[src/rtl/switch_debouncer_pkg.sv]
// Board constants shared by the switch debouncer and its per-channel block.
package switch_debouncer_pkg;

  localparam int CLK_HZ              = 50_000_000;
  localparam int DEBOUNCE_MS         = 1;
  localparam int DEBOUNCE_CYCLES_DEF = (CLK_HZ / 1000) * DEBOUNCE_MS;

  // Counter width able to hold 0..cycles; never narrower than one bit.
  function automatic int cnt_width(input int cycles);
    return (cycles < 1) ? 1 : $clog2(cycles + 1);
  endfunction

endpackage

[src/rtl/switch_debounce_channel.sv]
// One debounce lane: synchroniser chain, stability counter, registered edge pulses.
module switch_debounce_channel
  import switch_debouncer_pkg::*;
#(
  parameter int SYNC_STAGES     = 2,
  parameter int DEBOUNCE_CYCLES = DEBOUNCE_CYCLES_DEF,
  parameter bit INIT            = 1'b0
) (
  input  logic clk,
  input  logic resetn,
  input  logic din,
  output logic level,
  output logic rise,
  output logic fall
);

  localparam int            CW   = cnt_width(DEBOUNCE_CYCLES);
  localparam logic [CW-1:0] LAST = CW'(DEBOUNCE_CYCLES - 1);

  logic [SYNC_STAGES-1:0] sync_q;
  logic                   s;
  logic [CW-1:0]          cnt;

  assign s = sync_q[SYNC_STAGES-1];

  // Metastability chain: raw input shifts in at bit 0, only the last stage is used.
  always_ff @(posedge clk or negedge resetn) begin
    if (!resetn) sync_q <= {SYNC_STAGES{INIT}};
    else         sync_q <= {sync_q[SYNC_STAGES-2:0], din};
  end

  // Accept a new level only after it differs from the current one for
  // DEBOUNCE_CYCLES consecutive edges; any return to the old level restarts.
  always_ff @(posedge clk or negedge resetn) begin
    if (!resetn) begin
      cnt   <= '0;
      level <= INIT;
      rise  <= 1'b0;
      fall  <= 1'b0;
    end else begin
      rise <= 1'b0;
      fall <= 1'b0;
      if (s == level) begin
        cnt <= '0;
      end else if (cnt == LAST) begin
        cnt   <= '0;
        level <= s;
        rise  <= s;
        fall  <= ~s;
      end else begin
        cnt <= cnt + 1'b1;
      end
    end
  end

endmodule

[src/rtl/switch_debouncer.sv]
// Multi-channel switch/button debouncer: independent lanes plus a combined edge flag.
module switch_debouncer
  import switch_debouncer_pkg::*;
#(
  parameter int CHANNELS        = 10,
  parameter int SYNC_STAGES     = 2,
  parameter int DEBOUNCE_CYCLES = DEBOUNCE_CYCLES_DEF,
  parameter bit INIT            = 1'b0
) (
  input  logic                clk,
  input  logic                resetn,
  input  logic [CHANNELS-1:0] asyncn,
  output logic [CHANNELS-1:0] syncn,
  output logic [CHANNELS-1:0] rise,
  output logic [CHANNELS-1:0] fall,
  output logic                any_edge
);

  for (genvar i = 0; i < CHANNELS; i++) begin : g_ch
    switch_debounce_channel #(
      .SYNC_STAGES    (SYNC_STAGES),
      .DEBOUNCE_CYCLES(DEBOUNCE_CYCLES),
      .INIT           (INIT)
    ) u_ch (
      .clk   (clk),
      .resetn(resetn),
      .din   (asyncn[i]),
      .level (syncn[i]),
      .rise  (rise[i]),
      .fall  (fall[i])
    );
  end

  // Pulses are registered per lane, so this OR adds no path from asyncn.
  assign any_edge = |(rise | fall);

endmodule
[config.mk]
export PLATFORM = sky130hd
export DESIGN_NAME = switch_debouncer
export DESIGN_NICKNAME = d
export VERILOG_FILES = /design/src/rtl/switch_debouncer_pkg.sv /design/src/rtl/switch_debounce_channel.sv /design/src/rtl/switch_debouncer.sv
export SDC_FILE = /design/constraint.sdc
export NUM_CORES = 1
export LEC_CHECK = 0
export ABC_AREA = 1
export BUFFER_PORTS_ARGS = -buffer_cell sky130_fd_sc_hd__buf_4
export CAP_MARGIN = 40
export CORE_MARGIN = 5
export CORE_UTILIZATION = 62
export DETAILED_ROUTE_END_ITERATION = 8
export GPL_TIMING_DRIVEN = 0
export HOLD_SLACK_MARGIN = 0.1
export PLACE_DENSITY = 0.8
export SLEW_MARGIN = 20
export SYNTH_ARGS = -nofsm -noshare
export SYNTH_HDL_FRONTEND = slang
export SYNTH_HIERARCHICAL = 1
export SYNTH_SLANG_ARGS = --single-unit
[constraint.sdc]
create_clock -name clk -period 1.45 [get_ports clk]
set_clock_uncertainty 0.05 [all_clocks]
set_input_delay 0.2175 -clock clk [delete_from_list [all_inputs] [get_ports clk]]
set_output_delay 0.2175 -clock clk [all_outputs]
set_load 0.1 [all_outputs]
* Word level (Yosys, flattened, before mapping)
Cells that the tools add are included.
** Word-level totals
- Word-level logic and storage cells :: 172
- Bits in registers :: 210
- Input port bits :: 12
- Output and inout bits :: 31
** Cells by class
- Multiplexer cells :: 60
- Reduce and logical (&&, ||, !) cells :: 11
- Eq/ne operators :: 20
- Bitwise operators :: 21
- Add/sub/neg operators :: 10
** Operator list (number)
- $mux 16 :: 20
- $add 16x1->16 const B :: 10
- $eq 16x16->1 const B :: 10
- $mux 1 :: 40
- $not 1->1 :: 20
- $reduce_and 2->1 :: 10
- $eq 1x1->1 :: 10
- $or 10x10->10 :: 1
- $reduce_or 10->1 :: 1

* Logic depth before layout (Yosys ltp)
Gate-level depths: netlist (run 1).
- Depth after elaboration :: 3
- Depth in mapped cells :: 7
- Depth with buffers taken out :: 7

* Hierarchy
The synthesis (run 1) kept the hierarchy.
** By module, submodules not included
- switch_debounce_channel :: area an instance 1104.8 um^2, times used 10, cells an instance 130
- switch_debouncer :: area an instance 71.3 um^2, times used 1, cells an instance 18

* Worst setup path after synthesis (run 1)
No wires, ideal clock.
- Kind :: register to output
- From :: reg g_ch[7].u_ch.fall
- To :: out any_edge
- Stages on the path, launching flop included :: 5
- Path slack :: -699 ps
- Data required time :: 1183 ps
- Arrival :: 1881 ps
- Cell sequence :: dfrtp_1 nor2_1 nand2_1 nor2_1 nand3_1
** Between the ends
- Longest elaborated chain between the ends :: 2
** Ends and longest elaborated chain
- from (decl) :: RTL line switch_debounce_channel.sv:14 : output logic fall
- from (signal assigned) :: RTL line switch_debounce_channel.sv:49 : fall <= ~s;
- $or 10x10->10 :: RTL line switch_debouncer.sv:35 : assign any_edge = |(rise | fall);
- $reduce_or 10->1 :: RTL line switch_debouncer.sv:35
- to (decl) :: RTL line switch_debouncer.sv:16 : output logic any_edge
Every way passes these cells.

* Final worst setup path (run 1)
- From :: reg g_ch[8].u_ch.rise
- To :: out any_edge
** Between the ends
- Longest elaborated chain between the ends :: 2
** Ends and longest elaborated chain
- from (decl) :: RTL line switch_debounce_channel.sv:13 : output logic rise,
- from (signal assigned) :: RTL line switch_debounce_channel.sv:48 : rise <= s;
- $or 10x10->10 :: RTL line switch_debouncer.sv:35
- $reduce_or 10->1 :: RTL line switch_debouncer.sv:35
Every way passes these cells.

==> results of run 1 <==
## cell families after synthesis
kind of cell               share of synthesized area [%]
buffers and inverters                               5.51
DFF                                                 47.3
adders and majority gates                           1.13
xor gates and xnor gates                            6.30
and+or+nand+nor                                     36.8
AOI/OAI and AO/OA                                   3.04
## final timing paths
path | start | endpoint | cells past startpoint
setup / recovery | g_ch[8].u_ch/rise$_DFF_PN0_ | any_edge | 5
min in group clk | g_ch[4].u_ch/sync_q[0]$_DFF_PN0_ | g_ch[4].u_ch/sync_q[1]$_DFF_PN0_ | 0
hold / removal | resetn | g_ch[4].u_ch/cnt[14]$_DFF_PN0_ | 2
setup reg to reg | g_ch[6].u_ch/cnt[0]$_DFF_PN0_ | g_ch[6].u_ch/cnt[10]$_DFF_PN0_ | 7
hold reg to reg | g_ch[4].u_ch/sync_q[0]$_DFF_PN0_ | g_ch[4].u_ch/sync_q[1]$_DFF_PN0_ | 0
max in group asynchronous | resetn | g_ch[5].u_ch/level$_DFFE_PN0P_ | 3
## power by group through the flow
stage          logic, mW  clock network (mW)  registers [mW]
3_3_place_gp       0.444                   0            6.17
4_1_cts            0.507                6.37            6.07
2_1_floorplan      0.264                   0            6.15
3_5_place_dp       0.480                   0            6.17
6_report           0.596                6.22            6.08
5_1_grt            0.683                6.61            6.09
## through the flow
| stage | hold WS (ns) | setup TNS [ns] | util (%) |
|---|---|---|---|
| after floorplan | -0.128 | -0.0514 | - |
| after global placement | 0.277 | -288.54 | 66.2 |
| after detailed placement | 0.0736 | -0.0746 | 66.6 |
| after CTS | 0.121 | -1.39 | 73.9 |
| after global routing | 0.153 | -1.94 | 75.9 |
| final | 0.126 | -0.975 | 75.9 |
## per-layer routing
layer  vias to the layer above  global-route usage [%]  wire length, µm
met2                       183                    37.4            11400
li1                       4372                       -                -
met3                        38                    3.16              952
met1                      4182                    29.6             9750
met5                         -                       0                0
met4                         0                    5.65              424
## final cells by class
type	instances	area, µm²	area share [%]
buffer	10	65.1	0.480
clock buffer	35	733	5.41
clock inverter	9	103	0.757
inverter	150	581	4.29
multi-input combinational	948	5450	40.2
sequential	210	5340	39.4
tap	229	287	2.12
timing repair buffer	91	992	7.32
## cells in the mapped netlist
cell type  instances  area share, %
buf_2             10           0.45
xor2_1            40            3.2
nor2_4            10            1.0
dfrtp_1          210             47
nand3_2           10           0.90
xnor2_1           40            3.2
or2_1             10           0.56
nor3_2            20            1.8
nand3_4           10            1.6
inv_1            120            4.1
nor2_1           302             10
nand2_1          224            7.6
inv_2             30            1.0
a21oi_2           10           0.79
o21bai_1          10           0.68
nand2_2           10           0.56
a21oi_1           10           0.45
a31oi_1           20            1.1
nand3_1          101            4.5
and2_0             1          0.056
ha_1              10            1.1
nor2_2            60            3.4
nand2_4           20            2.0
nand4_1           20            1.1
nor3_4            10            1.5
## registers in the layout, summed over array words and instances, names as in the netlist
signal	cells
g_ch.u_ch/rise	10
g_ch.u_ch/cnt	160
g_ch.u_ch/level	10
g_ch.u_ch/sync_q	20
g_ch.u_ch/fall	10
## timing repair
item,CTS,global route
resized for setup,63,51
setup endpoints to repair,20,172
pin swaps,6,10
endpoints found under the hold margin,220,0
hold buffers,11,0
setup buffers,14,24
==> flow_metrics.env, run 1 <==
export IMPL_remaining_drc_errors=0
export IMPL_final_max_slew_violation_count=0
export IMPL_wl_per_cell_um=13.4
export IMPL_fmax_mhz=528
export IMPL_core_mm2=0.0178
export IMPL_nets=1457
export IMPL_die_x_um=144
export IMPL_worst_slack_ns=-0.445
export IMPL_cts_path_max_buffers=3
export IMPL_comb_power_share_pct=4.6
export IMPL_startpoint_type="register"
export IMPL_gr_total_overflow=0
export IMPL_hpwl_mm=15.0
export IMPL_numClockSinks=210
export IMPL_io_buffers=42
export IMPL_ir_drop_mv=0.879
export IMPL_crit_chain="nor2_4 -> nand2_2 -> nor2_4 -> nand3_4 -> buf_12"
export IMPL_n_antenna_cell=0
export IMPL_place_area_mm2=0.0119
export IMPL_maxCapViolations=0
export IMPL_detail_route_antenna_nets=0
export IMPL_fin_crit_sh_pct=131
export IMPL_cp_end_kind="output port"
export IMPL_synth_avg_cell_area_um2=8.44
export IMPL_drt_initial_drc_count=547
export IMPL_drive_above_1_share_pct=26.7
export IMPL_path_max_fanout=2
export IMPL_final_common_cell="nor2_1"
export IMPL_chipHeight_um=144
export IMPL_worst_pin_slew_ns=0.509
export IMPL_grt_total_usage_pct=21.9
export IMPL_violations="negative setup slack"
export IMPL_cp_common_cell="nor2_4"
export IMPL_num_rows=49
export IMPL_dr_total_vias=8775
export IMPL_crit_type="register to output port"
export IMPL_finish_instance_area_mm2=0.0135
export IMPL_cp_slowest_cell="dfrtp_4"
export IMPL_hold_viol_final=0
export IMPL_final_cell_mix="nor2_1 (294), nand2_1 (221), dfrtp_1 (177), inv_1 (110), nand3_1 (99)"
export IMPL_dr_pass1_iters=5
export IMPL_power_frac_seq_pct=47.2
export IMPL_cts_root_buf="clkbuf_16"
export IMPL_slew_headroom_pct=66.1
export IMPL_grt_pass1_vias=8440
export IMPL_outcome="finished with violations"
export IMPL_cp_arrival_ns=1.63
export IMPL_htreeDepth=1
export IMPL_crit_buf_inv=1
export IMPL_netSwitchingFraction_pct=22.0
export IMPL_netlist_area_mm2=0.0111
export IMPL_clock_latency_ns=0.51
export IMPL_critPathMaxStageDelay_ns=0.50
export IMPL_syn2layout_area_growth_pct=21.8
export IMPL_synth_warnings=6
export IMPL_pre_cts_slack_ns=-0.0726
export IMPL_syn_inst=1318
export IMPL_antenna_found_initial=0
export IMPL_cts_buffers=24
export IMPL_seq_area_frac_synth_pct=47.3
export IMPL_final_fill_count=1214
export IMPL_finalWeightedCongestion=0.886
export IMPL_num_io_pins=43
export IMPL_grt_max_degree=102
export IMPL_required_ns=1.18
export IMPL_cts_tree="done"
export IMPL_synth_distinct_cells=25
export IMPL_cellInternalPower_mw=10.1
export IMPL_rsz0062_at_grt="yes"
export IMPL_routed_via_density=5.22
export IMPL_grt_pass1_wl_mm=38.2
export IMPL_p_leak_nw=6.36
export IMPL_ff2ff_setup_slack_ns=0.02
export IMPL_syn_nets=1340
export IMPL_path_clk_slew_ns=0.06
export IMPL_power_mw=12.9
export IMPL_finalSetupViolations=15
export IMPL_final_cells=1682
export IMPL_drt_total_wl_mm=22.5
export IMPL_hp_class="input port to async pin"
export IMPL_dp_cells=1591
export IMPL_min_period_ns=1.89
export IMPL_cp_top_family="flip-flops"
export IMPL_pwr_share_clk_pct=48.2
export IMPL_powerDensity_mw_per_mm2=952
export IMPL_yosys_register_bits=210
export IMPL_die_area_mm2=0.0207
export IMPL_netSwitchingPower_mw=2.84
export IMPL_start_util_pct=62.3
Power figures use the tool's default switching activity.
==> run 2, diff against run 1 <==
--- a/config.mk
+++ b/config.mk
@@ -9,13 +9,12 @@
 export BUFFER_PORTS_ARGS = -buffer_cell sky130_fd_sc_hd__buf_4
 export CAP_MARGIN = 40
 export CORE_MARGIN = 5
-export CORE_UTILIZATION = 62
+export CORE_UTILIZATION = 67
 export DETAILED_ROUTE_END_ITERATION = 8
 export GPL_TIMING_DRIVEN = 0
 export HOLD_SLACK_MARGIN = 0.1
-export PLACE_DENSITY = 0.8
+export PLACE_DENSITY = 0.85
 export SLEW_MARGIN = 20
 export SYNTH_ARGS = -nofsm -noshare
 export SYNTH_HDL_FRONTEND = slang
-export SYNTH_HIERARCHICAL = 1
 export SYNTH_SLANG_ARGS = --single-unit
==> constraint.sdc (replaced) <==
create_clock -name clk -period 2.27 [get_ports clk]
set_clock_uncertainty 0.05 [all_clocks]
set_input_delay 0.3405 -clock clk [delete_from_list [all_inputs] [get_ports clk]]
set_output_delay 0.3405 -clock clk [all_outputs]
set_load 0.1 [all_outputs]
==> flow_metrics.env, run 2 <==
export IMPL_path_max_fanout=2
export IMPL_numClockSinks=210
export IMPL_io_buffers=42
export IMPL_syn_nets=1428
export IMPL_yosys_register_bits=210
export IMPL_cp_slowest_cell="dfrtp_1"
export IMPL_cp_arrival_ns=1.72
export IMPL_critPathMaxStageDelay_ns=0.44
export IMPL_dr_pass1_iters=5
export IMPL_chipHeight_um=138
export IMPL_cellInternalPower_mw=6.17
export IMPL_synth_edf_count=0
export IMPL_netSwitchingFraction_pct=22.4
export IMPL_outcome="complete, no violations"
export IMPL_post_cts_setup_buffers=0
export IMPL_worst_pin_slew_ns=0.458
export IMPL_detail_route_antenna_nets=0
export IMPL_cts_path_max_buffers=3
export IMPL_crit_type="register to output port"
export IMPL_top_regs="g_ch.u_ch.cnt x160, g_ch.u_ch.sync_q x20"
export IMPL_nets=1508
export IMPL_cts_root_buf="clkbuf_16"
export IMPL_die_area_mm2=0.0189
export IMPL_power_frac_seq_pct=48.5
export IMPL_grt_use_met1_pct=34.1
export IMPL_maxCapViolations=0
export IMPL_use_met3_pct=3.58
export IMPL_place_area_mm2=0.0116
export IMPL_pwr_share_clk_pct=47.7
export IMPL_grt_pass1_wl_mm=39.3
export IMPL_min_period_ns=2.11
export IMPL_top_register="g_ch.u_ch.cnt"
export IMPL_num_rows=46
export IMPL_final_max_slew_violation_count=0
export IMPL_cts_tree="done"
export IMPL_htreeDepth=1
export IMPL_synth_cells_most_frequent="nor2_1 (367), nand2_1 (244), dfrtp_1 (210), inv_1 (172), nand3_1 (112)"
export IMPL_ir_drop_mv=0.524
export IMPL_synth_top_area_share_pct=48.2
export IMPL_fin_hold_ws_ns=0.292
export IMPL_p_leak_nw=5.91
export IMPL_synth_distinct_cells=29
export IMPL_final_cell_mix="nor2_1 (367), nand2_1 (244), dfrtp_1 (210), inv_1 (172), nand3_1 (112)"
export IMPL_startpoint_type="register"
export IMPL_wl_per_cell_um=13.0
export IMPL_remaining_drc_errors=0
export IMPL_finalWeightedCongestion=0.912
export IMPL_synth_top_cell_by_area="dfrtp_1"
export IMPL_largest_reg_flops=160
export IMPL_syn_inst=1406
export IMPL_routed_via_density=5.19
export IMPL_synthArstFlopShare_pct=100
export IMPL_fin_crit_sh_pct=93.0
export IMPL_rsz0062_at_grt="no"
export IMPL_fin_setup_tns_ns=0
export IMPL_busiest_layer="met2"
export IMPL_netlist_top_cells_area="dfrtp_1 (48%), nor2_1 (13%), nand2_1 (8.4%)"
export IMPL_fmax_mhz=474
export IMPL_netlist_area_mm2=0.0109
export IMPL_crit_chain="nor4_2 -> nand4_1 -> buf_4"
export IMPL_grtUsageMet2_pct=42.3
export IMPL_cts_buffers=23
export IMPL_finalSetupViolations=0
export IMPL_path_clk_slew_ns=0.06
export IMPL_synth_avg_cell_area_um2=7.76
export IMPL_syn2layout_area_growth_pct=14.3
export IMPL_num_io_pins=43
export IMPL_netSwitchingPower_mw=1.78
export IMPL_synth_warnings=0
export IMPL_powerDensity_mw_per_mm2=638
export IMPL_slew_headroom_pct=69.5
export IMPL_start_util_pct=68.4
export IMPL_yosysMostFrequentCell="nor2_1"
export IMPL_finish_instance_area_mm2=0.0125
export IMPL_hold_viol_final=0
export IMPL_synthFlopType="dfrtp_1"
export IMPL_grt_pass1_vias=8666
export IMPL_grt_total_usage_pct=25.0
export IMPL_comb_power_share_pct=3.8
export IMPL_drive_above_1_share_pct=12.5
export IMPL_drt_initial_drc_count=620
export IMPL_final_common_cell="nor2_1"
export IMPL_gr_total_overflow=0
export IMPL_cp_end_kind="output port"
export IMPL_die_x_um=138
export IMPL_n_antenna_cell=0
export IMPL_required_ns=1.88
export IMPL_drt_total_wl_mm=22.4
export IMPL_clock_latency_ns=0.51
export IMPL_antenna_found_initial=0
export IMPL_dr_total_vias=8926
export IMPL_core_mm2=0.0159
export IMPL_grt_max_degree=88
export IMPL_hp_class="input port to async pin"
export IMPL_seq_area_frac_synth_pct=48.2
export IMPL_hpwl_mm=15.7
## run 2: cell count changes after synthesis, sizes merged, moves of 7 or more
cell and delta:
buf +26, nor2 +7, xnor2 -15, nand4 +11
nor3 +12, nor3b +7, nand2 +15, inv +28
## run 2: metal layers
metal | wire length (µm) | vias up
met5 | 0 | -
met2 | 10900 | 202
met3 | 975 | 40
li1 | - | 4549
met1 | 10000 | 4135
met4 | 526 | 0
## run 2: critical path, delay by kind of cell, from the launching register on
family / cells / cell delay (ns)
DFF: 1 / 0.44
and+or+nand+nor: 2 / 0.51
buffers and inverters: 1 / 0.27
## run 2: path summary, 6_finish.rpt
kind / from / endpoint / slack [ns] / depth (start not counted)
min in group clk: g_ch[8].u_ch.sync_q[0]$_DFF_PN0_ / g_ch[8].u_ch.sync_q[1]$_DFF_PN0_ / 0.30 / 0
setup / recovery: g_ch[8].u_ch.rise$_DFF_PN0_ / any_edge / 0.16 / 3
setup reg to reg: g_ch[4].u_ch.cnt[0]$_DFF_PN0_ / g_ch[4].u_ch.cnt[3]$_DFF_PN0_ / 0.65 / 6
hold / removal: resetn / g_ch[6].u_ch.cnt[8]$_DFF_PN0_ / 0.29 / 2
max in group asynchronous: resetn / g_ch[8].u_ch.level$_DFFE_PN0P_ / 1.12 / 3
hold reg to reg: g_ch[8].u_ch.sync_q[0]$_DFF_PN0_ / g_ch[8].u_ch.sync_q[1]$_DFF_PN0_ / 0.30 / 0
## run 2: kinds of logic (layout without fill, tap and decap cells)
logic type	Yosys count	count (layout)	share of synthesized area [%]
compound gates	53	53	2.87
xor+xnor	62	62	4.98
fa+ha+maj	10	10	1.15
buf+inv	214	311	8.47
flops	210	210	48.2
simple gates	857	857	34.4
## run 2: area by class of cell
cell class | count | area (µm²)
inverters | 178 | 668
fillers | 1148 | 3470
flip-flops and latches | 210 | 5260
multi-input cells | 982 | 4740
clock inverters | 14 | 148
well taps | 216 | 270
repair buffers | 55 | 488
clock buffers | 28 | 644
plain buffers | 36 | 255
## run 2: per-stage QoR
step | util (%) | cells | power, mW | setup WS (ns)
2_1_floorplan | - | 1406 | 4.07 | 0.327
3_3_place_gp | 72.1 | 1664 | 4.19 | -0.595
3_5_place_dp | 72.5 | 1666 | 4.22 | 0.567
4_1_cts | 78.1 | 1719 | 8.02 | 0.0227
5_1_grt | 78.2 | 1719 | 8.24 | 0.0320
6_report | 78.2 | 1719 | 7.96 | 0.160
## run 2: timing repair
action | CTS | global route
hold endpoints to repair | 65 | 0
gates resized for setup | 0 | 2
hold buffers | 11 | 0
endpoints found under the setup margin | 0 | 1
## run 2: power groups by stage
stage / Sequential, mW / Combinational [mW] / Clock, mW
6_report: 3.86 / 0.300 / 3.79
5_1_grt: 3.87 / 0.350 / 4.02
4_1_cts: 3.86 / 0.307 / 3.85
3_5_place_dp: 3.93 / 0.285 / 0
3_3_place_gp: 3.93 / 0.262 / 0
2_1_floorplan: 3.92 / 0.148 / 0
